File: src/rtl/stepper_phase_decoder.sv
// Receive-side half-step decoder for the PIO stepper coil pattern: position, step/dir, lock and fault status.
// Optional feature macro STEPPER_DEC_FULLSTEP_EN: two-index jumps count as double steps instead of errors.
module stepper_phase_decoder #(
  parameter int FILTER_LEN = 4,
  parameter int POS_W      = 32
) (
  input  logic             clk,
  input  logic             reset,
  input  logic [3:0]       phase_in,
  input  logic             clear,
  output logic [POS_W-1:0] position,
  output logic             step,
  output logic             dir,
  output logic             locked,
  output logic             fault,
  output logic             err_pulse,
  output logic [7:0]       err_count,
  output logic [2:0]       phase_idx
);

  localparam int CNT_W = (FILTER_LEN < 1) ? 1 : $clog2(FILTER_LEN + 1);
  localparam logic [CNT_W-1:0] CNT_MAX = CNT_W'(FILTER_LEN);
  localparam logic [CNT_W-1:0] CNT_ONE = CNT_W'(1);
  localparam logic [POS_W-1:0] POS_ONE = POS_W'(1);
  localparam logic [POS_W-1:0] POS_TWO = POS_W'(2);

  localparam logic [1:0] ST_UNLOCKED = 2'd0;
  localparam logic [1:0] ST_LOCKED   = 2'd1;
  localparam logic [1:0] ST_FAULT    = 2'd2;

  logic [3:0]       sync1, sync2, filt_code, acc_code;
  logic             acc_valid;
  logic [CNT_W-1:0] stab_cnt;
  logic             accept;
  logic [1:0]       state, nxt_state;
  logic             code_ok;
  logic [2:0]       code_idx, delta, nxt_idx;
  logic             do_step, do_err, step_fwd, step_two;
  logic [POS_W-1:0] step_mag;

  always_ff @(posedge clk or posedge reset) begin
    if (reset) begin
      sync1     <= '0;
      sync2     <= '0;
      filt_code <= '0;
      stab_cnt  <= '0;
    end else begin
      sync1     <= phase_in;
      sync2     <= sync1;
      filt_code <= sync2;
      if (sync2 != filt_code)
        stab_cnt <= '0;
      else if (stab_cnt != CNT_MAX)
        stab_cnt <= stab_cnt + CNT_ONE;
    end
  end

  assign accept = (stab_cnt == CNT_MAX) && (!acc_valid || (filt_code != acc_code));

  // Acceptance bookkeeping belongs to the filter: clear does not touch it, so a code
  // accepted in the same cycle as clear is consumed and not re-accepted afterwards.
  always_ff @(posedge clk or posedge reset) begin
    if (reset) begin
      acc_valid <= 1'b0;
      acc_code  <= '0;
    end else if (accept) begin
      acc_valid <= 1'b1;
      acc_code  <= filt_code;
    end
  end

  always_comb begin
    code_ok  = 1'b1;
    code_idx = 3'd0;
    case (filt_code)
      4'b1001: code_idx = 3'd0;
      4'b0001: code_idx = 3'd1;
      4'b0011: code_idx = 3'd2;
      4'b0010: code_idx = 3'd3;
      4'b0110: code_idx = 3'd4;
      4'b0100: code_idx = 3'd5;
      4'b1100: code_idx = 3'd6;
      4'b1000: code_idx = 3'd7;
      default: code_ok  = 1'b0;
    endcase
  end

  assign delta = code_idx - phase_idx;

  always_comb begin
    nxt_state = state;
    nxt_idx   = phase_idx;
    do_step   = 1'b0;
    do_err    = 1'b0;
    step_fwd  = 1'b1;
    step_two  = 1'b0;
    if (accept) begin
      case (state)
        ST_LOCKED: begin
          if (!code_ok) begin
            nxt_state = ST_FAULT;
            do_err    = 1'b1;
          end else begin
            nxt_idx = code_idx;
            case (delta)
              3'd1: do_step = 1'b1;
              3'd7: begin
                do_step  = 1'b1;
                step_fwd = 1'b0;
              end
`ifdef STEPPER_DEC_FULLSTEP_EN
              3'd2: begin
                do_step  = 1'b1;
                step_two = 1'b1;
              end
              3'd6: begin
                do_step  = 1'b1;
                step_fwd = 1'b0;
                step_two = 1'b1;
              end
`endif
              default: do_err = 1'b1;
            endcase
          end
        end
        default: begin
          if (code_ok) begin
            nxt_state = ST_LOCKED;
            nxt_idx   = code_idx;
          end else begin
            nxt_state = ST_FAULT;
            do_err    = 1'b1;
          end
        end
      endcase
    end
  end

  assign step_mag = step_two ? POS_TWO : POS_ONE;

  always_ff @(posedge clk or posedge reset) begin
    if (reset) begin
      state     <= ST_UNLOCKED;
      position  <= '0;
      step      <= 1'b0;
      dir       <= 1'b1;
      err_pulse <= 1'b0;
      err_count <= '0;
      phase_idx <= '0;
    end else begin
      step      <= 1'b0;
      err_pulse <= 1'b0;
      if (clear) begin
        state     <= ST_UNLOCKED;
        position  <= '0;
        err_count <= '0;
      end else begin
        state     <= nxt_state;
        phase_idx <= nxt_idx;
        step      <= do_step;
        err_pulse <= do_err;
        if (do_step) begin
          dir      <= step_fwd;
          position <= step_fwd ? (position + step_mag) : (position - step_mag);
        end
        if (do_err && (err_count != 8'hFF))
          err_count <= err_count + 8'd1;
      end
    end
  end

  assign locked = (state == ST_LOCKED);
  assign fault  = (state == ST_FAULT);

endmodule
File: config.mk
export PLATFORM = sky130hd
export DESIGN_NAME = stepper_phase_decoder
export DESIGN_NICKNAME = d
export VERILOG_FILES = /design/src/rtl/stepper_phase_decoder.sv
export SDC_FILE = /design/constraint.sdc
export NUM_CORES = 1
export LEC_CHECK = 0
export ABC_AREA = 1
export CORE_ASPECT_RATIO = 0.9
export CORE_UTILIZATION = 45
export CTS_BUF_LIST = sky130_fd_sc_hd__clkbuf_2 sky130_fd_sc_hd__clkbuf_4 sky130_fd_sc_hd__clkbuf_8
export DETAILED_ROUTE_END_ITERATION = 10
export PLACE_DENSITY = 0.77
export SLEW_MARGIN = 10
export SYNTH_ARGS = -nofsm -noshare
export SYNTH_HDL_FRONTEND = slang
export SYNTH_SLANG_ARGS = --single-unit
export TNS_END_PERCENT = 1
File: constraint.sdc
create_clock -name clk -period 5 [get_ports clk]
set_input_delay 0.75 -clock clk [delete_from_list [all_inputs] [get_ports clk]]
set_output_delay 0.75 -clock clk [all_outputs]
set_load 0.005 [all_outputs]
# Word level (Yosys, flattened, before mapping)
# Index checks and enable logic that the tools add are counted.
[op_classes] add_sub_neg=5 n_mul=0 div=0 n_lt_le_gt_ge=0 n_eq_ne=18 shifts=0 muxes=29 bitwise=1 reduce_logical=13
[ops] op="2-to-1 mux 32 bit" n=3
[ops] op="adder 32 x 1 -> 32 bit, second input constant" n=1
[ops] op="subtractor 32 x 1 -> 32 bit, second input constant" n=1
[ops] op="one-hot mux 3 bit (7 select lines)" n=1
[ops] op="2-to-1 mux 1 bit" n=16
[ops] op="2-to-1 mux 8 bit" n=2
[ops] op="equality test 4 bit, second input constant" n=3
[ops] op="2-to-1 mux 2 bit" n=5
[ops] op="adder 8 x 1 -> 8 bit, second input constant" n=1
[ops] op="equality test 4 x 2 -> 1 bit, second input constant" n=2
[ops] op="equality test 4 x 3 -> 1 bit, second input constant" n=2
[ops] op="!= test 4 bit" n=2
[ops] op="!= test 8 bit, second input constant" n=1
[ops] op="nonzero test 2 bit" n=4
[ops] op="OR reduction 8 bit" n=1
[ops] op="equality test 3 bit, second input constant" n=2
[ops] op="2-to-1 mux 3 bit" n=2
[ops] op="!= test 3 bit, second input constant" n=2
[ops] op="equality test 4 x 1 -> 1 bit, second input constant" n=1
[ops] op="AND reduction 2 bit" n=2
[ops] op="adder 3 x 1 -> 3 bit, second input constant" n=1
[ops] op="equality test 3 x 1 -> 1 bit, second input constant" n=1
[ops] op="AND reduction 3 bit" n=1
[ops] op="subtractor 3 bit" n=1
[ops] op="other kinds (7)" n=8
[word_totals] regBits=68 latch_bits=0 ram_bits=0 romBits=0 in_bits=7 out_inout_bits=48 elab_cells=79 mem_count=0

# Depth between registers and ports, before layout
# Gate-level depths: netlist (run 1).
[depth] word_depth=12 depth_mapped=29 depth_no_buf=28

# Least setup slack after synthesis (run 1)
# No wires, ideal clock.
[synth_timing] path_type="reg-to-reg" startpoint="reg filt_code[3]" endpoint="reg position[30]" setup_ns=0.117 arrival_ns=3.996 t_required_ns=4.883 slack_ns=0.887 stages_incl_launch_ff=30 n_path_buf=1 period_less_slack_ns=4.113 path_cell_list="dfrtp_1 -> buf_2 -> inv_2 -> nand2_2 -> nand2_1 -> a21oi_1 -> inv_1 -> ha_1 -> inv_1 -> fa_1 -> xor2_1 -> nand2_2 -> nand2_2 -> inv_2 -> nand2_1 -> nor2_2 -> inv_1 -> fa_1 -> inv_1 -> nand2_1 -> a21oi_1 -> nand2_1 -> nand2_1 -> nand2_1 -> nand2_1 -> nand2_1 -> nand2_1 -> nand2_1 -> nand3_1 -> nand2_1"
[synth_via] elab_chain_cells=11 word_cells_on_any_way=30 cone_classes="add/sub (1); eq/ne (11); mux (13); reduce/logical (5)"
[synth_lines] element="start: declaration" line="31" source="logic [3:0] sync1, sync2, filt_code, acc_code;"
[synth_lines] element="start signal: assignment" line="50" source="filt_code <= sync2;"
[synth_lines] element="equality test 4 bit (tied with other cells)" line="75" source="case (filt_code)"
[synth_lines] element="one-hot mux 3 bit (7 select lines)" line="75"
[synth_lines] element="subtractor 3 bit" line="88" source="assign delta = code_idx - phase_idx;"
[synth_lines] element="equality test 3 bit" line="105" source="case (delta)"
[synth_lines] element="2-to-1 mux 1 bit" line="105"
[synth_lines] element="2-to-1 mux 1 bit" line="100" source="if (!code_ok) begin"
[synth_lines] element="2-to-1 mux 1 bit" line="98" source="case (state)"
[synth_lines] element="2-to-1 mux 1 bit (*)" line="97" source="if (accept) begin"
[synth_lines] element="net step_fwd" line="38" source="logic do_step, do_err, step_fwd, step_two;"
[synth_lines] element="2-to-1 mux 32 bit (*)" line="164" source="position <= step_fwd ? (position + step_mag) : (position - step_mag);"
[synth_lines] element="2-to-1 mux 32 bit (*)" line="162" source="if (do_step) begin"
[synth_lines] element="2-to-1 mux 32 bit (*)" line="153" source="if (clear) begin"
[synth_lines] element="end signal: assignment" line="164"
[synth_lines] element="end: declaration" line="11" source="output logic [POS_W-1:0] position,"
# Mark *: on every way through the listed nets, which the timed path passes. The rest lies on a longest branch. The select of a mux whose other input is x is not followed.
# A chain may end at the register's enable or synchronous reset.

# Final worst setup path (run 1)
[layout_timing] startpoint="reg filt_code[3]" endpoint="reg position[28]"
# The elaborated chain is that of the path after synthesis.

==> results_dict.tcl, run 1 <==
set metrics [dict create \
    status "finished, final reports clean" \
    antennaDiodeCount 0 \
    leakage_uw 0.00295 \
    hpwl_mm 9.35 \
    crit_fanout 33 \
    vias 4847 \
    drt_iter0_drc 291 \
    dpl_worst_slack_ns 0.777 \
    max_slew.worst_pin.slew_ns 0.972 \
    max_stage_delay_ns 0.48 \
    syn_avg_cell_area_um2 6.97 \
    grt_pass1_vias 4504 \
    max_freq_mhz 233 \
    hold_viol 0 \
    clockBufferDepth 2 \
    start_kind "flip-flop" \
    ant_nets 0 \
    synth_edf_count 0 \
    yosysTopAreaCellShare_pct 32.9 \
    setup_tns_ns 0 \
    ys_ff_latch 68 \
    fin_cells 944 \
    rsz0062_at_grt "false" \
    initial_core_util_pct 46.7 \
    fp.dieW_um 114 \
    clock_latency_ns 0.38 \
    finalMaxSlewViolations 0 \
    antenna_found_initial 0 \
    ys_warn_count 0 \
    via_per_inst 5.13 \
    hp-class "flip-flop to flip-flop" \
    grt_overflow 0 \
    area_growth_pct 17.6 \
    cts.sinks 68 \
    synth_top_area_cell "dfrtp_1" \
    gp_congestion 0.952 \
    grt_pass1_wl_mm 21.2 \
    synth_area_um2 5090 \
    synth_ff_type "dfrtp_1" \
    drc 0 \
    core_um2 10900 \
    final.min_clock_period_ns 4.30 \
    drive_gt1_share_pct 8.46 \
    path_buf_inv 6 \
    maxCapViolations 0 \
    post_cts_buffers 0 \
    postSynthCellCount 730 \
    cts_tree "yes" \
    arrival_ns 4.56 \
    yosysSeqAreaShare_pct 33.5 \
    ir_drop_v 0.000117 \
    critPathKind "flip-flop to flip-flop" \
    setup_violations 0 \
    dieHeight_um 103 \
    cts_hold_buf 0 \
    drt_wl_total_mm 12.5 \
    grt_max_degree 48 \
    clk_pin_slew_ns 0.09 \
    async_reset_ff_share_pct 100 \
    htreeDepth 3 \
    cp_common_cell "nand2_1" \
    critPathRequiredTime_ns 5.26 \
    first_pass_iters 5 \
    synth_area_leaders "dfrtp_1 33%, nand2_1 17%, ha_1 8.4%, nand3_1 7.7%, nor2_1 5.9%" \
    synth.distinct_cells 41 \
    cts_buffers 9 \
    period_share_pct 86.0 \
    cts_root_buffer "clkbuf_8" \
    gr-usage-all-layers_pct 23.1 \
    routedWlPerCell_um 13.3 \
    post_cts_resized 0 \
    fin_nets 830 \
    fin_util_pct 54.9 \
    endpoint_kind "flip-flop" \
    port_buffers 54 \
    fin_skew_ns 0.0181 \
    die_area_um2 11700 \
    power_density_nw_per_um2 188 \
    fin_ws_ns 0.701 \
    rows 36 \
    dp.cells 928 \
    slowest_stage "dfrtp_1" \
    io-pin-count 55 \
    crit_family "simple AND/OR/NAND/NOR gates" \
    max_slew_margin_pct 35.1 \
    synthesis.nets 773 \
]
-- per-stage QoR --
| stage | total power (uW) | hold slack (ns) | instance area, um^2 |
|---|---|---|---|
| CTS | 1140 | 0.347 | 5980 |
| floorplan | 624 | 0.331 | 5090 |
| global placement | 645 | 0.333 | 5780 |
| finish | 1120 | 0.343 | 5980 |
| global route | 1170 | 0.358 | 5980 |
| detailed placement | 647 | 0.335 | 5780 |
-- worst reg2reg max path: cells and delay by family, from the launching register on --
family | cells | cell delay, ns
AOI/OAI and AO/OA | 3 | 0.50
DFF | 1 | 0.48
buffers and inverters | 6 | 0.76
xor gates and xnor gates | 1 | 0.17
adders and majority gates | 3 | 0.92
and+or+nand+nor | 15 | 1.33
-- registers in the layout (all words and copies together), names as in the netlist --
register,flops
phase_idx,3
step,1
filt_code,4
sync1,4
err_pulse,1
dir,1
position,32
acc_code,4
acc_valid,1
stab_cnt,3
err_count,8
state,2
sync2,4
-- final cells by class --
class                      count  area (um^2)
fill                        1069         4920
multi-input combinational    570         3010
inverter                      80          300
timing repair buffer          58          571
sequential                    68         1700
clock buffer                   9          124
tap                          152          190
clock inverter                 7         82.6
-- power by group --
| group | switching (uW) | internal (uW) |
|---|---|---|
| clock network | 251 | 239 |
| registers | 8.65 | 558 |
| logic | 42.9 | 25.1 |
| total | 303 | 822 |
-- worst paths after layout --
kind                                         from                        to  slack, ns  cells past startpoint
setup / recovery           filt_code[3]$_DFF_PP0_  position[28]$_DFFE_PP0P_       0.70                     28
hold / removal                 sync1[3]$_DFF_PP0_        sync2[3]$_DFF_PP0_       0.34                      0
setup reg to reg           filt_code[3]$_DFF_PP0_  position[28]$_DFFE_PP0P_       0.70                     28
hold reg to reg                sync1[3]$_DFF_PP0_        sync2[3]$_DFF_PP0_       0.34                      0
max in group asynchronous                   reset           dir$_DFFE_PP1P_       3.18                      3
min in group asynchronous                   reset   position[5]$_DFFE_PP0P_       0.92                      2
-- cell families after synthesis --
logic type / synth area share (%)
AND/OR/NAND/NOR: 36.8
buffers and inverters: 7.35
XOR/XNOR: 2.24
adder cells (fa/ha/maj): 9.15
AO/OA/AOI/OAI: 11.0
flip-flops: 33.5
-- routing by layer --
layer / up-vias / GRT usage, % / part of all wire [%]
li1: 2487 / - / -
met1: 2208 / 31.8 / 49
met2: 137 / 37.0 / 44
met3: 15 / 4.88 / 5.9
met4: 0 / 6.39 / 1.2
met5: - / 0 / 0
-- Yosys cell counts (7+ instances only) --
| cell | count |
|---|---|
| nand2_1 | 225 |
| nor2_1 | 80 |
| nand3_1 | 78 |
| inv_1 | 73 |
| dfrtp_1 | 67 |
| a21oi_1 | 39 |
| ha_1 | 34 |
| o21ai_0 | 23 |
| o21ai_2 | 14 |
| nand2_2 | 12 |
| nor3_1 | 8 |
| xnor2_1 | 7 |
-- layout by cell type (no fill, tap or decap), types with 2 or more instances in the layout --
master | synthesis | final
nand2_1 | 225 | 225
nor2_1 | 80 | 80
nand3_1 | 78 | 78
inv_1 | 73 | 72
dfrtp_1 | 67 | 67
clkdlybuf4s50_1 | 0 | 54
a21oi_1 | 39 | 39
ha_1 | 34 | 34
o21ai_0 | 23 | 23
o21ai_2 | 14 | 14
nand2_2 | 12 | 12
clkbuf_8 | 0 | 9
nor3_1 | 8 | 8
xnor2_1 | 7 | 7
inv_2 | 6 | 7
xor2_1 | 6 | 6
nand4_1 | 5 | 5
o21bai_1 | 5 | 5
nor4_1 | 4 | 4
and2_1 | 4 | 4
buf_4 | 0 | 4
or2_2 | 3 | 3
nand3b_1 | 3 | 3
inv_6 | 0 | 3
nand3_4 | 2 | 2
nand3_2 | 2 | 2
o21ai_1 | 2 | 2
fa_1 | 2 | 2
clkinvlp_4 | 0 | 2
Note: power is estimated with default switching activity, not from simulation.
==> run 2, diff against run 1 <==
--- a/config.mk
+++ b/config.mk
@@ -6,11 +6,13 @@
 export NUM_CORES = 1
 export LEC_CHECK = 0
 export ABC_AREA = 1
+export ABC_CLOCK_PERIOD_IN_PS = 5000
 export CORE_ASPECT_RATIO = 0.9
 export CORE_UTILIZATION = 45
 export CTS_BUF_LIST = sky130_fd_sc_hd__clkbuf_2 sky130_fd_sc_hd__clkbuf_4 sky130_fd_sc_hd__clkbuf_8
 export DETAILED_ROUTE_END_ITERATION = 10
 export PLACE_DENSITY = 0.77
+export RECOVER_POWER = 25
 export SLEW_MARGIN = 10
 export SYNTH_ARGS = -nofsm -noshare
 export SYNTH_HDL_FRONTEND = slang
==> results_dict.tcl, run 2 (synthesis results as in run 1) <==
set metrics [dict create \
    htreeDepth 3 \
    io-pin-count 55 \
    final_common_cell "nand2_1" \
    finalMaxSlewViolations 48 \
    fin_ws_ns 0.694 \
    max_slew.worst_pin.slew_ns 1.78 \
    rsz0062_at_grt "false" \
    drc 0 \
    hpwl_mm 9.35 \
    antenna_found_initial 0 \
    vias 4849 \
    setup_tns_ns 0 \
    core_um2 10900 \
    dieHeight_um 103 \
    ant_nets 0 \
    slowest_stage "dfrtp_1" \
    cts_root_buffer "clkbuf_8" \
    leakage_uw 0.00295 \
    clockBufferDepth 2 \
    fin_cells 944 \
    cts_tree "yes" \
    seq_area_um2 1700 \
    port_buffers 54 \
    r2r_setup_slack_ns 0.69 \
    gr-usage-all-layers_pct 23.1 \
    routedWlPerCell_um 13.2 \
    antennaDiodeCount 0 \
    cts_buffers 9 \
    critPathKind "flip-flop to flip-flop" \
    fp.dieW_um 114 \
    power_density_nw_per_um2 188 \
    top_regs "position: 32 flops, err_count: 8 flops" \
    area_growth_pct 17.4 \
    ir_drop_v 0.000116 \
    grt_max_degree 48 \
    clk_pin_slew_ns 0.09 \
    critPathRequiredTime_ns 5.26 \
    min_to "sync2[3]$_DFF_PP0_" \
    dpl_worst_slack_ns 0.777 \
    gp_congestion 0.952 \
    drt_wl_total_mm 12.5 \
    post_cts_buffers 0 \
    grt_pass1_wl_mm 21.2 \
    r2r_end "position[28]$_DFFE_PP0P_" \
    cp_common_cell "nand2_1" \
    rows 36 \
    clock_latency_ns 0.38 \
    grt_overflow 0 \
    whs_path_depth 0 \
    hp-class "flip-flop to flip-flop" \
    drt_iter0_drc 295 \
    dp.cells 928 \
    timing.rr.start "filt_code[3]$_DFF_PP0_" \
    via_per_inst 5.14 \
    min_from "sync1[3]$_DFF_PP0_" \
    max_freq_mhz 232 \
    largest_reg_flops 32 \
    fin_skew_ns 0.0179 \
    setup_violations 0 \
    arrival_ns 4.57 \
    hold_viol 0 \
    fin_util_pct 54.8 \
    start_kind "flip-flop" \
    fin_nets 830 \
    drive_gt1_share_pct 8.21 \
    final.min_clock_period_ns 4.31 \
    mostFrequentLayoutCells "226 x nand2_1, 80 x nor2_1, 78 x nand3_1, 73 x inv_1, 67 x dfrtp_1" \
    endpoint_kind "flip-flop" \
    max_slew_margin_pct -18.5 \
    fillers 1069 \
    post_cts_resized 0 \
    crit_fanout 33 \
    first_pass_iters 5 \
    initial_core_util_pct 46.7 \
    maxCapViolations 1 \
    die_area_um2 11700 \
    status "finished, violations left" \
    multiInputGateArea_um2 3000 \
    top_register "position" \
    max_stage_delay_ns 0.48 \
    grt_pass1_vias 4504 \
    period_share_pct 86.1 \
    violations "max-capacitance violations, max-slew violations" \
    cts.sinks 68 \
    cts_hold_buf 0 \
    r2r_cells 28 \
]
## run 2: changes by cell type in the layout (fill, tap and decap cells not counted)
cell,previous run,this run
nand2_4,1,0
nand2_1,225,226
inv_1,72,73
dlygate4sd3_1,0,5
inv_2,7,6
clkdlybuf4s50_1,54,49
## run 2: metrics by stage
| stage | hold slack, ns | total power, uW | cell area [um^2] |
|---|---|---|---|
| 2_1_floorplan | 0.331 | 624 | 5090 |
| 3_3_place_gp | 0.333 | 645 | 5780 |
| 3_5_place_dp | 0.335 | 647 | 5780 |
| 4_1_cts | 0.347 | 1140 | 5980 |
| 5_1_grt | 0.358 | 1170 | 5970 |
| 6_report | 0.342 | 1120 | 5970 |
## run 2: layer usage
metal | GRT usage [%] | vias up | wire length (um)
met2 | 37.0 | 140 | 5490
met3 | 4.88 | 15 | 782
li1 | - | 2489 | -
met5 | 0 | - | 0
met1 | 31.8 | 2205 | 6090
met4 | 6.39 | 0 | 144
## run 2: area by class of cell
type / count / share of cell area [%]
clock inverters: 7 / 1.38
clock buffers: 9 / 2.07
multi-input cells: 570 / 50.3
inverters: 80 / 5.03
well taps: 152 / 3.18
flip-flops and latches: 68 / 28.5
repair buffers: 58 / 9.55
## run 2: worst max path at each step
stage,start,end,slack [ns],cells past startpoint
detailed placement,filt_code[3]$_DFF_PP0_,position[28]$_DFFE_PP0P_,0.78,28
finish,filt_code[3]$_DFF_PP0_,position[28]$_DFFE_PP0P_,0.69,28
floorplan,filt_code[3]$_DFF_PP0_,position[30]$_DFFE_PP0P_,0.89,29
global route,filt_code[0]$_DFF_PP0_,position[28]$_DFFE_PP0P_,0.27,29
global placement,filt_code[3]$_DFF_PP0_,position[28]$_DFFE_PP0P_,0.89,26
CTS,filt_code[3]$_DFF_PP0_,position[28]$_DFFE_PP0P_,0.75,28
## run 2: power breakdown
group | switching [uW] | total, uW | internal (uW) | leakage [uW]
sequential | 8.61 | 566 | 558 | 0.000911
combinational | 42.7 | 67.1 | 24.3 | 0.00194
clock | 251 | 490 | 239 | 0.0000988
total | 302 | 1120 | 821 | 0.00295
## run 2: worst max-delay path: cells and delay by family, from the launching register on
kind / cells / cell delay [ns]
fa+ha+maj: 3 / 0.93
xor+xnor: 1 / 0.17
simple gates: 15 / 1.34
flops: 1 / 0.48
compound gates: 3 / 0.50
buf+inv: 6 / 0.75
==> run 3, diff against run 2 <==
--- a/config.mk
+++ b/config.mk
@@ -13,6 +13,7 @@
 export DETAILED_ROUTE_END_ITERATION = 10
 export PLACE_DENSITY = 0.77
 export RECOVER_POWER = 25
+export SETUP_SLACK_MARGIN = 0.2
 export SLEW_MARGIN = 10
 export SYNTH_ARGS = -nofsm -noshare
 export SYNTH_HDL_FRONTEND = slang
==> results of run 3 <==
No change in the layout: final DEF, timing and power equal those of run 2.
